### src/rtl/uart_reg_bridge.sv
// UART byte protocol to 32-bit register bus bridge: cmd/addr/[4 data] frames in, one bus access, paced response out.
// reg_req rises the cycle after the last frame byte; each response byte waits for one pacing byte and for tx_busy low.
module uart_reg_bridge #(
  parameter logic [7:0] ACK_BYTE    = 8'hAC,
  parameter logic [7:0] NAK_BYTE    = 8'hEE,
  parameter int         BUS_TIMEOUT = 255,
  parameter int         RX_TIMEOUT  = 500_000
) (
  input  logic        clk,
  input  logic        resetq,
  input  logic        rx_valid,
  input  logic [7:0]  rx_data,
  output logic        rx_rd,
  input  logic        tx_busy,
  output logic        tx_wr,
  output logic [7:0]  tx_data,
  output logic        reg_req,
  output logic        reg_we,
  output logic [7:0]  reg_addr,
  output logic [31:0] reg_wdata,
  input  logic [31:0] reg_rdata,
  input  logic        reg_ack
);

  localparam int BW = $clog2(BUS_TIMEOUT + 1);
  localparam int RW = $clog2(RX_TIMEOUT + 1);

  typedef enum logic [2:0] {S_CMD, S_ADDR, S_WDATA, S_BUS, S_PACE, S_SEND} state_t;

  state_t        state_q, state_d;
  logic [7:0]    cmd_q, cmd_d;
  logic [7:0]    addr_q, addr_d;
  logic [31:0]   wdata_q, wdata_d;
  logic [31:0]   rdata_q, rdata_d;
  logic          to_q, to_d;
  logic [1:0]    idx_q, idx_d;
  logic [2:0]    ridx_q, ridx_d;
  logic [BW-1:0] bus_cnt_q, bus_cnt_d;
  logic [RW-1:0] rx_cnt_q, rx_cnt_d;
  logic          rd_blk_q, tx_grd_q;

  logic       consume_st, timed_st, take, rx_to, last_byte;
  logic [7:0] resp_byte;

  assign consume_st = (state_q == S_CMD) || (state_q == S_ADDR) ||
                      (state_q == S_WDATA) || (state_q == S_PACE);
  assign timed_st   = (state_q == S_ADDR) || (state_q == S_WDATA) || (state_q == S_PACE);
  // rd_blk_q skips the cycle after a read, when buart still shows the old byte as valid.
  assign take       = consume_st && rx_valid && !rd_blk_q;
  assign rx_to      = timed_st && !take && (rx_cnt_q == RW'(RX_TIMEOUT - 1));

  assign rx_rd     = take && resetq;
  assign tx_wr     = (state_q == S_SEND) && !tx_busy && !tx_grd_q;
  assign tx_data   = tx_wr ? resp_byte : 8'h00;
  assign reg_req   = (state_q == S_BUS);
  assign reg_we    = reg_req && !cmd_q[7];
  assign reg_addr  = addr_q;
  assign reg_wdata = wdata_q;

  always_comb begin
    resp_byte = 8'h00;
    last_byte = 1'b1;
    if (!cmd_q[7]) begin
      resp_byte = to_q ? NAK_BYTE : ACK_BYTE;
    end else begin
      last_byte = (ridx_q == 3'd5);
      case (ridx_q)
        3'd0:    resp_byte = cmd_q;
        3'd1:    resp_byte = addr_q;
        3'd2:    resp_byte = rdata_q[7:0];
        3'd3:    resp_byte = rdata_q[15:8];
        3'd4:    resp_byte = rdata_q[23:16];
        3'd5:    resp_byte = rdata_q[31:24];
        default: resp_byte = 8'h00;
      endcase
    end
  end

  always_comb begin
    state_d   = state_q;
    cmd_d     = cmd_q;
    addr_d    = addr_q;
    wdata_d   = wdata_q;
    rdata_d   = rdata_q;
    to_d      = to_q;
    idx_d     = idx_q;
    ridx_d    = ridx_q;
    bus_cnt_d = '0;
    if (take || !timed_st)
      rx_cnt_d = '0;
    else
      rx_cnt_d = (rx_cnt_q == RW'(RX_TIMEOUT)) ? rx_cnt_q : rx_cnt_q + 1'b1;

    case (state_q)
      S_CMD: if (take) begin
        cmd_d   = rx_data;
        state_d = S_ADDR;
      end
      S_ADDR: if (take) begin
        addr_d  = rx_data;
        idx_d   = 2'd0;
        state_d = cmd_q[7] ? S_BUS : S_WDATA;
      end else if (rx_to) begin
        state_d = S_CMD;
      end
      S_WDATA: if (take) begin
        wdata_d[{idx_q, 3'b000} +: 8] = rx_data;
        idx_d = idx_q + 2'd1;
        if (idx_q == 2'd3) state_d = S_BUS;
      end else if (rx_to) begin
        state_d = S_CMD;
      end
      S_BUS: begin
        bus_cnt_d = (bus_cnt_q == '1) ? bus_cnt_q : bus_cnt_q + 1'b1;
        // An ack in the final allowed cycle still wins over the timeout.
        if (reg_ack) begin
          rdata_d = reg_rdata;
          to_d    = 1'b0;
          ridx_d  = 3'd0;
          state_d = S_PACE;
        end else if (bus_cnt_q == BW'(BUS_TIMEOUT - 1)) begin
          rdata_d = 32'hFFFF_FFFF;
          to_d    = 1'b1;
          ridx_d  = 3'd0;
          state_d = S_PACE;
        end
      end
      S_PACE: if (take) begin
        state_d = S_SEND;
      end else if (rx_to) begin
        state_d = S_CMD;
      end
      S_SEND: if (tx_wr) begin
        ridx_d  = ridx_q + 3'd1;
        state_d = last_byte ? S_CMD : S_PACE;
      end
      default: state_d = S_CMD;
    endcase
  end

  always_ff @(posedge clk or negedge resetq) begin
    if (!resetq) begin
      state_q   <= S_CMD;
      cmd_q     <= '0;
      addr_q    <= '0;
      wdata_q   <= '0;
      rdata_q   <= '0;
      to_q      <= 1'b0;
      idx_q     <= '0;
      ridx_q    <= '0;
      bus_cnt_q <= '0;
      rx_cnt_q  <= '0;
      rd_blk_q  <= 1'b0;
      tx_grd_q  <= 1'b0;
    end else begin
      state_q   <= state_d;
      cmd_q     <= cmd_d;
      addr_q    <= addr_d;
      wdata_q   <= wdata_d;
      rdata_q   <= rdata_d;
      to_q      <= to_d;
      idx_q     <= idx_d;
      ridx_q    <= ridx_d;
      bus_cnt_q <= bus_cnt_d;
      rx_cnt_q  <= rx_cnt_d;
      rd_blk_q  <= take;
      tx_grd_q  <= tx_wr;
    end
  end

endmodule

### config.mk
export PLATFORM = sky130hd
export DESIGN_NAME = uart_reg_bridge
export DESIGN_NICKNAME = d
export VERILOG_FILES = /design/src/rtl/uart_reg_bridge.sv
export SDC_FILE = /design/constraint.sdc
export NUM_CORES = 1
export LEC_CHECK = 0
export BUFFER_PORTS_ARGS = -buffer_cell sky130_fd_sc_hd__buf_2
export CAP_MARGIN = 20
export CORE_ASPECT_RATIO = 0.9
export CORE_MARGIN = 5
export CORE_UTILIZATION = 50
export DETAILED_ROUTE_END_ITERATION = 10
export PLACE_DENSITY_LB_ADDON = 0.2
export SLEW_MARGIN = 20
export SYNTH_ARGS = -nofsm -noshare
export SYNTH_HDL_FRONTEND = slang
export SYNTH_SLANG_ARGS = --single-unit
export TNS_END_PERCENT = 10
### constraint.sdc
create_clock -name clk -period 1.87 [get_ports clk]
set_clock_uncertainty 0.2 [all_clocks]
set_input_delay 0.0935 -clock clk [delete_from_list [all_inputs] [get_ports clk]]
set_output_delay 0.0935 -clock clk [all_outputs]
set_load 0.005 [all_outputs]
[Word-level counts from Yosys, hierarchy flattened]
Index checks and enable logic that the tools add are counted.
Word-level totals
  register bits: 118
  bits of input ports: 45
  output and inout bits: 52
  word-level logic and storage cells: 107
Operators by class
  $add $sub $neg: 5
  equal/unequal tests: 23
  shift-type cells: 2
  muxes and demuxes: 33
  reduce and logical (&&, ||, !) cells: 32
Operators by type and width (number)
  $mux 32: 2
  $pmux 8 s6: 1
  $mux 3: 13
  $eq 19x19->1 const B: 2
  $mux 19: 2
  $bwmux 32: 1
  $mux 8: 4
  $shift 8x7->32 const A: 1
  $shiftx 8x7->32: 1
  $add 19x1->19 const B: 1
  $pmux 3 s6: 1
  $eq 8x8->1 const B: 2
  $eq 3x2->1 const B: 4
  $eq 3x3->1 const B: 4
  $ne 2x2->1 const B: 6
  $add 8x1->8 const B: 1
  $logic_and 1x1->1: 8
  $reduce_and 2->1: 4
  $mux 7: 1
  $neg 5->7: 1
  $eq 3x1->1 const B: 2
  $logic_not 1->1: 6
  $logic_not 3->1: 2
  $logic_or 1x1->1: 6
  12 further kinds: 19

[Longest topological paths before layout]
  depth after elaboration: 12
  mapped depth: 8
  depth with buffers taken out: 7

[Worst setup path before layout]
No wires, ideal clock.
  kind: register to register
  start point: register rx_cnt_q[11]
  end point: register rx_cnt_q[1]
  library setup time: 0.120 ns
  arrival: 1.656 ns
  required time: 1.550 ns
  setup slack: -0.106 ns
  stages on the path, launching flop included: 6
  buffers on the path: 0
  cells stage by stage: dfrtp_1 > or4b_4 > nor4_2 > and3_4 > mux2i_1 > nor2_2
Between the ends
  longest elaborated chain between the ends: 2
Ends and longest elaborated chain
  start: declaration: RTL line 39  | logic [RW-1:0] rx_cnt_q, rx_cnt_d;
  start signal: assignment: RTL line 165  | rx_cnt_q <= rx_cnt_d;
  $eq 19x19->1: RTL line 92  | rx_cnt_d = (rx_cnt_q == RW'(RX_TIMEOUT)) ? rx_cnt_q : rx_cnt_q + 1'b1;
  $ne 2x2->1 (no line)
Every way passes these cells.
A chain may end at the register's enable or synchronous reset.

[Worst setup path after layout]
  start point: register ridx_q[0]
  end point: output port tx_data[4]
Between the ends
  longest elaborated chain between the ends: 4
  elaborated cells between the ends (all ways): 9
Ends and longest elaborated chain
  start: declaration: RTL line 37  | logic [2:0] ridx_q, ridx_d;
  start signal: assignment: RTL line 163  | ridx_q <= ridx_d;
  $eq 3x3->1, or another cell as far along: RTL line 67  | case (ridx_q)
  $pmux 8 s6 (*): RTL line 67
  $mux 8 (*): RTL line 63  | if (!cmd_q[7]) begin
  $mux 8 (*): RTL line 54  | assign tx_data = tx_wr ? resp_byte : 8'h00;
  end: declaration: RTL line 16  | output logic [7:0] tx_data,
Every way passes the cells marked *; elsewhere a longest branch is shown, timed or not.

==> run summary <==
IO Count: 97
Post-route cell area: 7561 µm²
WP data required: 1.58 ns
Ys async rst share: 1.000
First-pass GRT wire length: 23300 µm
Endpoints failing setup: 15
Crit Reg-Reg Startpoint: rx_cnt_q[7]$_DFFE_PN0P_
Most used DFF post-synth: dfrtp_1
Num CTS Buffers: 17
WS Path Type: reg2out
Syn_nets: 592
DRT antenna net count: 0
Synth-to-Final Area Change: 37.59%
Arr. time, crit path: 1.91 ns
DPL Wire Length: 9738 µm
Post-synthesis cell type count: 54
WL/cell: 16.70 µm
Cell Count, Final, Fillers Out: 855
Fin crit period: 2.203 ns
VDD IR max: 0.001000 V
Total grt overflow: 0
Max-cap check violation count: 0
Largest net degree at the start of global routing: 75
Final hold slack: 0.08702 ns
Clk sinks: 118
Int Power: 7.035 mW
DRT Pass-1 Iters: 5
Leak: 3.467 nW
Netlist Area Pre-Place: 5495 µm²
Final Total Pwr: 10.41 mW
Status: finished with violations
Ys Warns: 0
Slowest CP cell: dfrtp_2
Flop pwr share: 0.392
Gate power share: 0.328
Multi-input gate area: 2521 µm²
Vias in the first global route: 4634
Worst Tran Pin Value: 0.5008 ns
Crit path launch type: register
N_diodes: 0
Die area: 13190 µm²
Final net count: 771
Initial antenna violation count: 0
Max_slew headroom: 0.6661
Clk root buf: clkbuf_16
Mapped Cells: 533
Die H: 109.5 µm
CP Capture Type: primary output
Clock Latency Late Sink: 0.41 ns
Post-synthesis register bit count: 118
Placeable Area: 10810 µm²
CP top delay family: compound AO/OA/AOI/OAI gates
# H-tree levels: 4
EDFF count, synth: 0
Final WL: 14280 µm
Worst Path Max Fanout: 8
Net Switching: 3.373 mW
Flop2flop setup slack: -0.15 ns
CTS tree: built
Initial Util: 0.5083
Final hold vios: 0
Failing checks: negative setup slack
Post-DP Area: 6431 µm²
Max Slew Vio Count: 0
Sequential share of the synthesized area: 0.5373
Filler instances: 791
Synth Area per Inst: 10.31 µm²
Via/cell ratio: 5.538
RSZ-0062 raised after global routing: yes
Crit path cell chain: ha_2 > ha_4 > a222oi_1 > a21oi_2 > buf_2
Place WS: -0.1611 ns
Share of cells above drive strength 1: 0.3255
Die width: 120.5 µm
# rows: 36
Vias: 4735
DP Cell Count: 780
DR iter-0 viols: 315
Clock group share of total power: 0.280
Reg clk slew, reported paths: 0.05 ns
IO buf count: 96
CTS max path bufs: 2
Final period util: 1.178
Final WS setup: -0.3329 ns
GRT Total Usage: 0.2264
Buffers & Inverters on Critical Path: 1
Cell area power density: 1377 nW/µm²
DRC: 0
Slowest stage delay, CP: 0.44 ns
Hold Crit Class: in2async
Placer congestion estimate: 0.8379
Fmax achieved: 453.9 MHz
Switching share of power: 0.3241
Reg area: 2959 µm²
Setup crit start: ridx_q[0]$_DFFE_PN0P_
-- power by group through the flow --
stage	registers (mW)	logic, mW	clock network [mW]
after global routing	4.16	3.80	3.11
after floorplan	3.85	1.99	0
final	4.08	3.42	2.92
after detailed placement	4.07	3.17	0
after global placement	4.03	3.07	0
after CTS	4.05	3.35	2.97
-- stage by stage --
stage,setup TNS [ns],util
2_1_floorplan,-0.1979,-
3_3_place_gp,-0.4033,0.5949
3_5_place_dp,-0.6390,0.5949
4_1_cts,-2.757,0.6934
5_1_grt,-4.149,0.6994
6_report,-2.760,0.6994
-- worst reg2reg max path, delay by kind of cell, from the launching register on --
| family | cells | cell delay (ns) |
|---|---|---|
| mux | 1 | 0.21 |
| simple gates | 4 | 1.12 |
| flops | 1 | 0.38 |
-- worst paths after layout --
| check | depth (start not counted) | endpoint |
|---|---|---|
| worst max-delay path | 5 | tx_data[4] |
| worst min-delay path | 3 | rx_cnt_q[6]$_DFFE_PN0P_ |
| worst max register to register | 5 | rx_cnt_q[1]$_DFFE_PN0P_ |
| worst min register to register | 2 | reg_wdata[12]$_DFFE_PN0P_ |
| max in group asynchronous | 3 | reg_wdata[24]$_DFFE_PN0P_ |
| min in group clk | 3 | rdata_q[16]$_DFFE_PN0P_ |
-- timing repair --
action / CTS / global route
gates resized for setup: 21 / 25
endpoints found under the hold margin: 206 / 0
setup endpoints to repair: 15 / 43
setup buffers: 1 / 0
pin swaps: 7 / 2
hold buffers: 45 / 0
-- cell families after synthesis --
kind of cell               Yosys count  synth area share
adders and majority gates           14           0.03188
buffers and inverters               37           0.02664
DFF                                118            0.5373
muxes                               28           0.05715
AOI/OAI and AO/OA                  127            0.1551
and+or+nand+nor                    191            0.1633
xor gates and xnor gates            18           0.02869
-- layer usage --
layer | up-vias | share of wire | GRT usage
li1 | 2256 | - | -
met3 | 17 | 0.052 | 0.05916
met4 | 0 | 0.012 | 0.07362
met5 | - | 0 | 0
met1 | 2309 | 0.46 | 0.2997
met2 | 153 | 0.48 | 0.3674
-- cell type report --
type / instances / share of cell area
Tap cell: 133 / 0.02201
Timing Repair Buffer: 185 / 0.1766
Clock buffer: 24 / 0.06371
Multi-Input combinational cell: 378 / 0.3334
Clock inverter: 5 / 0.006619
Inverter: 12 / 0.006288
Sequential cell: 118 / 0.3914
-- registers in the layout (all words and copies together), names as in the netlist --
| register | count |
|---|---|
| reg_addr | 8 |
| reg_wdata | 32 |
| to_q | 1 |
| bus_cnt_q | 8 |
| state_q | 3 |
| cmd_q | 8 |
| tx_grd_q | 1 |
| rd_blk_q | 1 |
| rdata_q | 32 |
| ridx_q | 3 |
| idx_q | 2 |
| rx_cnt_q | 19 |
-- cell usage in the layout (no fill, tap or decap), types with 6 or more instances in the layout --
master	count
dlygate4sd3_1	45
nand3_1	15
a31oi_1	6
buf_2	94
buf_4	37
a21oi_1	14
inv_1	9
o22a_1	33
nand2_1	97
clkbuf_16	17
o21ai_0	42
nor2_2	8
xor2_1	13
nor2_1	25
dfrtp_1	113
mux2_2	26
ha_1	8
-- Yosys cell counts (5+ instances only) --
cell	number	area [µm²]
nand3_1	15	75.07
mux2_2	27	304.0
a21oi_1	16	80.08
buf_2	6	30.03
o21ai_0	46	230.2
nor2_1	31	116.4
ha_1	14	175.2
clkbuf_1	17	63.81
inv_1	12	45.04
xor2_1	13	113.9
and3_1	5	31.28
dfrtp_1	118	2953
xnor2_1	5	43.79
nand2_1	99	371.6
a31oi_1	7	43.79
nor3_1	6	30.03
o22a_1	33	289.0
(Power assumes the default switching activity.)
